[src/rtl/fine_time_pid_multi_if.sv]
// Time-marker input, Hit/Match results and local-bus signals of the fine-time PID block.
interface fine_time_pid_multi_if #(
  parameter int SLICES = 32,
  parameter int NCLASS = 3
);
  logic [SLICES-1:0] TimeIn;
  logic              TimeVld;
  logic [SLICES-1:0] Hit;
  logic [NCLASS-1:0] Match;
  logic [31:0]       DataOut;
  logic [31:0]       DataIn;
  logic [7:0]        Address;
  logic              Read;
  logic              Write;

  modport slave (
    input  TimeIn, TimeVld, DataIn, Address, Read, Write,
    output Hit, Match, DataOut
  );

  modport master (
    output TimeIn, TimeVld, DataIn, Address, Read, Write,
    input  Hit, Match, DataOut
  );
endinterface

[src/rtl/fine_time_pid_multi.sv]
// Leading-edge finder, per-class window match and saturating hit counters; Hit 2 clk, Match 3 clk after TimeIn.
// No backpressure: a new sample may be accepted on every clock.
module fine_time_pid_multi #(
  parameter int                   SLICES   = 32,
  parameter int                   NCLASS   = 3,
  parameter int                   RUN      = 3,
  parameter logic [7:0]           BASE     = 8'h00,
  parameter logic [32*NCLASS-1:0] WIN_INIT = '0
) (
  input logic                  clk,
  input logic                  rst,
  fine_time_pid_multi_if.slave bus
);
  // Windows live on a 32-bit bus, so only the low 32 slices are comparable.
  localparam int WB   = (SLICES < 32) ? SLICES : 32;
  localparam int LAST = SLICES - RUN - 2;

  typedef struct packed {
    logic       first_hit;
    logic [7:0] en;
  } cfg_t;

  cfg_t              cfg_q;
  logic [WB-1:0]     win_q [NCLASS];
  logic [15:0]       cnt_q [NCLASS];
  logic [SLICES-1:0] p_q;
  logic              v1_q;
  logic [SLICES-1:0] dec;
  logic [SLICES-1:0] hit_d, hit_q;
  logic [NCLASS-1:0] match_d, match_q;
  logic [31:0]       rd_dat;
  logic [7:0]        off;
  logic              clr;
  logic              unused_p0;

  assign off       = bus.Address - BASE;
  assign clr       = bus.Write && (off == 8'd0) && bus.DataIn[8];
  assign unused_p0 = p_q[0];

  always_ff @(posedge clk) begin
    if (!rst) begin
      p_q  <= '0;
      v1_q <= 1'b0;
    end else begin
      p_q  <= bus.TimeIn;
      v1_q <= bus.TimeVld;
    end
  end

  always_comb begin
    dec = '0;
    for (int k = 0; k <= LAST; k++) begin
      dec[k] = v1_q & (&p_q[k+1 +: RUN]) & ~p_q[k+RUN+1];
    end
    hit_d = cfg_q.first_hit ? (dec & (~dec + SLICES'(1))) : dec;
  end

  always_comb begin
    match_d = '0;
    for (int c = 0; c < NCLASS; c++) begin
      match_d[c] = (|(hit_q[WB-1:0] & win_q[c])) & cfg_q.en[c];
    end
  end

  always_ff @(posedge clk) begin
    if (!rst) begin
      hit_q   <= '0;
      match_q <= '0;
    end else begin
      hit_q   <= hit_d;
      match_q <= match_d;
    end
  end

  always_ff @(posedge clk) begin
    if (!rst) begin
      cfg_q.en        <= 8'hFF;
      cfg_q.first_hit <= 1'b0;
      for (int c = 0; c < NCLASS; c++) begin
        win_q[c] <= WIN_INIT[32*c +: WB];
      end
    end else if (bus.Write) begin
      if (off == 8'd0) begin
        cfg_q.en        <= bus.DataIn[7:0];
        cfg_q.first_hit <= bus.DataIn[9];
      end
      for (int c = 0; c < NCLASS; c++) begin
        if (off == 8'(c + 1)) win_q[c] <= bus.DataIn[WB-1:0];
      end
    end
  end

  // Counter clear takes priority over an increment on the same edge.
  always_ff @(posedge clk) begin
    for (int c = 0; c < NCLASS; c++) begin
      if (!rst || clr) begin
        cnt_q[c] <= '0;
      end else if (match_q[c] && (cnt_q[c] != 16'hFFFF)) begin
        cnt_q[c] <= cnt_q[c] + 16'd1;
      end
    end
  end

  always_comb begin
    rd_dat = '0;
    if (bus.Read) begin
      if (off == 8'd0) begin
        rd_dat[7:0] = cfg_q.en;
        rd_dat[9]   = cfg_q.first_hit;
      end
      for (int c = 0; c < NCLASS; c++) begin
        if (off == 8'(c + 1))          rd_dat[WB-1:0] = win_q[c];
        if (off == 8'(NCLASS + 1 + c)) rd_dat[15:0]   = cnt_q[c];
      end
    end
  end

  assign bus.DataOut = rd_dat;
  assign bus.Hit     = hit_q;
  assign bus.Match   = match_q;
endmodule

[src/flat_wrapper.sv]
// flat-port wrapper written by rule: the top's interface ports become plain ports
module fine_time_pid_multi_flat 
#(
  parameter int                   SLICES   = 32,
  parameter int                   NCLASS   = 3,
  parameter int                   RUN      = 3,
  parameter logic [7:0]           BASE     = 8'h00,
  parameter logic [32*NCLASS-1:0] WIN_INIT = '0
)
  (clk, rst, bus_TimeIn, bus_TimeVld, bus_DataIn, bus_Address, bus_Read, bus_Write, bus_Hit, bus_Match, bus_DataOut);
  fine_time_pid_multi_if #(.SLICES(SLICES), .NCLASS(NCLASS)) bus_i ();
  input logic clk;
  input logic rst;
  input wire logic [$bits(bus_i.TimeIn)-1:0] bus_TimeIn;
  input wire logic [$bits(bus_i.TimeVld)-1:0] bus_TimeVld;
  input wire logic [$bits(bus_i.DataIn)-1:0] bus_DataIn;
  input wire logic [$bits(bus_i.Address)-1:0] bus_Address;
  input wire logic [$bits(bus_i.Read)-1:0] bus_Read;
  input wire logic [$bits(bus_i.Write)-1:0] bus_Write;
  output wire logic [$bits(bus_i.Hit)-1:0] bus_Hit;
  output wire logic [$bits(bus_i.Match)-1:0] bus_Match;
  output wire logic [$bits(bus_i.DataOut)-1:0] bus_DataOut;
  assign bus_i.TimeIn = bus_TimeIn;
  assign bus_i.TimeVld = bus_TimeVld;
  assign bus_i.DataIn = bus_DataIn;
  assign bus_i.Address = bus_Address;
  assign bus_i.Read = bus_Read;
  assign bus_i.Write = bus_Write;
  assign bus_Hit = bus_i.Hit;
  assign bus_Match = bus_i.Match;
  assign bus_DataOut = bus_i.DataOut;
  fine_time_pid_multi #(.SLICES(SLICES), .NCLASS(NCLASS), .RUN(RUN), .BASE(BASE), .WIN_INIT(WIN_INIT)) u_core (.clk(clk), .rst(rst), .bus(bus_i));
endmodule
[config.mk]
export PLATFORM = sky130hd
export DESIGN_NAME = fine_time_pid_multi_flat
export DESIGN_NICKNAME = d
export VERILOG_FILES = /design/src/rtl/fine_time_pid_multi_if.sv /design/src/rtl/fine_time_pid_multi.sv /design/src/flat_wrapper.sv
export SDC_FILE = /design/constraint.sdc
export NUM_CORES = 1
export LEC_CHECK = 0
export BUFFER_PORTS_ARGS = -buffer_cell sky130_fd_sc_hd__buf_2
export CAP_MARGIN = 10
export CORE_MARGIN = 10
export CORE_UTILIZATION = 45
export DETAILED_ROUTE_END_ITERATION = 16
export MAX_ROUTING_LAYER = met4
export PLACE_DENSITY = 0.64
export SLEW_MARGIN = 20
export SYNTH_ARGS = -nofsm -noshare
export SYNTH_HDL_FRONTEND = slang
export SYNTH_SLANG_ARGS = --single-unit
[constraint.sdc]
create_clock -name clk -period 4.6 [get_ports clk]
set_clock_uncertainty 0.1 [all_clocks]
set_input_delay 0.92 -clock clk [delete_from_list [all_inputs] [get_ports clk]]
set_output_delay 0.92 -clock clk [all_outputs]
set_load 0.1 [all_outputs]
==> results_tabular.tex <==
\begin{tabular}{lr}
\hline
Metric & Value \\
\hline
\multicolumn{2}{l}{\textbf{Floorplanning}} \\
\quad Core area & 0.0212 sq mm \\
\quad DIE HEIGHT & approximately 170 microns \\
\quad Ports & between 100 and 150 \\
\quad Die area & approximately 0.028 sq mm \\
\quad Standard-cell rows & 53 \\
\quad Chip width & roughly 170 microns \\
\quad Initial Util & a little under half \\
\multicolumn{2}{l}{\textbf{Drt}} \\
\quad Vias per inst & a little under 6 \\
\quad Number of DRC violations after detailed routing & 0 \\
\quad Remaining antenna violation count after routing & 0 \\
\quad Routed wire length & 29600 microns \\
\quad Iteration-0 DRC count of the detailed router & 940 \\
\quad TritonRoute pass-1 iters & 6 \\
\quad Vias after detailed routing & between 7000 and 8000 \\
\quad Average wire length per cell after detail routing & approximately 22 microns \\
\multicolumn{2}{l}{\textbf{Logic synthesis}} \\
\quad Synth Area per Inst & about 11 sq um \\
\quad Share of flip-flops with an asynchronous set or reset & 0\% \\
\quad Cell count after synthesis & approximately 890 \\
\quad Area leader, netlist & edfxtp\_1 \\
\quad Most used standard cells in the synthesized netlist & 144 x edfxtp\_1, 95 x nor2\_1, 72 x and2\_1, 72 x dfxtp\_1, 70 x nand2\_1 \\
\quad Mapped cell area & between 0.009 and 0.01 sq mm \\
\quad Simple-Gate Fraction of Synth Area & a little under 20\% \\
\quad Largest family of logic cells by synthesized area & simple AND/OR/NAND/NOR gates \\
\quad Warning count from the yosys run & 0 \\
\quad Number of register bits inferred by synthesis & 216 \\
\quad Count of distinct cell types in the synthesized netlist & 57 \\
\quad Most used standard cell by instance count after synthesis & edfxtp\_1 \\
\quad EDFF count, synth & around 140 \\
\quad Fraction of synthesized cell area in xor and xnor cells & under 10\% \\
\quad Synthesized-area fraction occupied by ao, oa, aoi and oai cells & $\sim$14\% \\
\quad Fraction of synthesized area in multiplexers & less than 1\% \\
\quad Dominant register cell in the synthesized netlist & edfxtp\_1 \\
\quad Share of synthesized area occupied by flip-flops and latches & $\sim$60\% \\
\quad Fraction of the mapped netlist area in adder cells & less than 1\% \\
\quad Share of the synthesized area in the top cell type & around 44\% \\
\quad Cell types with the largest area share after synthesis & edfxtp\_1 44\%, dfxtp\_1 15\%, and2\_1 4.6\% \\
\multicolumn{2}{l}{\textbf{Power}} \\
\quad Clock Power Share & 44.9\% \\
\quad Net switching power of the design & 1030 uW \\
\quad Highest ir drop seen on vdd & around 0.00030 V \\
\quad Relative contribution of combinational cells to total power & under 10\% \\
\quad Power density of the placed cells & between 300 and 400 mW/mm\^{}2 \\
\quad Cell internal pwr & 3430 uW \\
\quad Switching share of power & a little under a quarter \\
\quad Final Power & 4460 uW \\
\quad Lkg Pwr & approximately 0.0045 uW \\
\quad Relative contribution of sequential cells to total power & 49.8\% \\
\multicolumn{2}{l}{\textbf{STA}} \\
\quad Max Fclk & between 200 and 250 MHz \\
\quad Setup Total Neg Slack & 0 ns \\
\quad Number of pins exceeding their max-slew limit in the final report & 0 \\
\quad Relative slew slack & approximately 46\% \\
\quad Number of hold violations in the final report & 0 \\
\quad Slew of the pin with the lowest slew margin & just over 0.8 ns \\
\quad Min Tclk post-route & $\sim$4.3 ns \\
\quad Min setup slack post-route & $\sim$0.34 ns \\
\quad Final Cycle Share & 92.6\% \\
\quad Setup repair after global routing missed its margin & no \\
\quad Final hold slack & approximately 0.37 ns \\
\quad Final setup vio count & 0 \\
\multicolumn{2}{l}{\textbf{CTS}} \\
\quad Clock insertion delay at the later pin of the skew report & 0.54 ns \\
\quad TritonCTS Sinks & 216 \\
\quad Max Buffers Root-to-Sink & 3 \\
\quad Number of buffers inserted to repair setup after CTS & 0 \\
\quad Buffer cell driving the clock tree root & clkbuf\_16 \\
\quad Post-CTS Hold Buffers & 0 \\
\quad H-tree Lvls & 1 \\
\quad Number of CTS-inserted buffers & 25 \\
\quad Clock-pin slew on the worst setup and hold paths & around 0.060 ns \\
\quad CTS tree & yes \\
\quad Post-cts sizing count & 0 \\
\multicolumn{2}{l}{\textbf{Setup path}} \\
\quad Highest fanout seen on the critical path & 9 \\
\quad Kind of critical path & in -> out \\
\quad Data arrival time of the critical path & between 3 and 4 ns \\
\quad Endpoint kind of the worst setup timing path & output pin \\
\quad Required time worst endpoint & $\sim$3.6 ns \\
\quad Kind of launch point of the worst setup path & input port \\
\multicolumn{2}{l}{\textbf{GRT}} \\
\quad First-pass GRT wire length & 44200 microns \\
\quad Antenna violations before repair & 0 \\
\quad Maximum number of pins on one net before global-route repair & 39 \\
\quad Via count of the first global-routing pass & 7546 \\
\quad Remaining global-route overflow & 0 \\
\quad Overall routing resource usage & between 20\% and 30\% \\
\multicolumn{2}{l}{\textbf{Final layout}} \\
\quad Share of final-layout standard cells stronger than drive strength 1 & around a quarter \\
\quad Layout Nets & 1106 \\
\quad Number of antenna cells inserted & 0 \\
\quad Layout overhead on the synthesized area & 25.1\% \\
\multicolumn{2}{l}{\textbf{Flow run}} \\
\quad Number of max-cap violations & 0 \\
\multicolumn{2}{l}{\textbf{Status}} \\
\quad Status & finished, final reports clean \\
\multicolumn{2}{l}{\textbf{Placed design}} \\
\quad Gp weighted congestion & roughly 1 \\
\quad IO buf count & 138 \\
\quad Estimated wirelength of the detail-placed design & between 20000 and 25000 microns \\
\quad Place WS & about 0.39 ns \\
\multicolumn{2}{l}{\textbf{Worst hold path}} \\
\quad Class of the tightest hold or removal check & reg -> reg \\
\hline
\end{tabular}
## stage by stage
step                util [%]  instances  instance area (sq um)
floorplan                  -        888                   9850
global placement        53.7       1274                  11400
detailed placement      53.7       1274                  11400
CTS                     57.6       1319                  12200
global route            57.6       1319                  12200
finish                  57.6       1319                  12200
## layer usage
| layer | global-route usage (%) | routed length [microns] | vias to the layer above |
|---|---|---|---|
| li1 | - | - | 3576 |
| met1 | 26.2 | 12200 | 3601 |
| met2 | 31.9 | 13600 | 396 |
| met3 | 4.96 | 2770 | 63 |
| met4 | 6.74 | 1030 | 0 |
| met5 | - | 0 | - |
## area by class of cell
| class | count | area, sq um |
|---|---|---|
| Tap cell | 275 | 344 |
| Fill cell | 1829 | 8960 |
| Inverter | 10 | 37.5 |
| Multi-Input combinational cell | 614 | 3870 |
| Sequential cell | 216 | 5770 |
| Timing Repair Buffer | 159 | 1340 |
| Clock buffer | 34 | 709 |
| Clock inverter | 11 | 128 |
## power by group through the flow
stage	sequential, uW	combinational [uW]	clock [uW]
after detailed placement	2260	233	0
final	2220	235	2000
after global routing	2230	256	2110
after floorplan	2230	147	0
after global placement	2260	231	0
after CTS	2220	235	2030
## worst paths after layout
check | slack (ns) | depth (start not counted) | end | start
worst max register to register | 1.87 | 5 | u_core.bus.Hit[12]$_SDFF_PN0_ | u_core.v1_q$_SDFF_PN0_
worst max-delay path | 0.34 | 7 | bus_DataOut[9] | bus_Address[5]
worst min-delay path | 0.37 | 2 | u_core.cfg_q[3]$_SDFFE_PN1N_ | u_core.cfg_q[3]$_SDFFE_PN1N_
worst min register to register | 0.37 | 2 | u_core.cfg_q[3]$_SDFFE_PN1N_ | u_core.cfg_q[3]$_SDFFE_PN1N_
## critical path, stage by stage
cell and delay (ns):
buf_2 0.09, or4_1 0.64, nor3_1 0.50, and3_1 0.43, a22oi_1 0.11, o21ai_1 0.31
buf_12 0.22
## cells by family (layout without fill, tap and decap cells)
| kind of cell | Yosys count | after routing |
|---|---|---|
| flops | 216 | 216 |
| buf+inv | 58 | 214 |
| compound gates | 185 | 185 |
| xor+xnor | 42 | 42 |
| fa+ha+maj | 3 | 3 |
| mux | 8 | 8 |
| simple gates | 372 | 372 |
| other cells | 1 | 4 |
## sequential cells by signal, indices dropped and copies added, names as in the netlist
name,cells
u_core.cnt_q,48
u_core.bus.Match,3
u_core.v1_q,1
u_core.p_q,31
u_core.cfg_q,9
u_core.bus.Hit,28
u_core.win_q,96
## placed cells by master (no fill, tap or decap), types with 17 or more instances in the layout
cell type,netlist,routed
buf_4,4,20
buf_2,5,106
nor2_1,95,80
buf_12,0,33
nand2_1,70,70
nand3_1,49,49
xor2_1,23,23
and2_1,72,72
clkbuf_16,0,25
o21ai_0,39,29
edfxtp_1,144,144
a22oi_1,33,33
a22o_1,17,17
dfxtp_1,72,72
xnor2_1,19,19
Power figures use the tool's default switching activity.
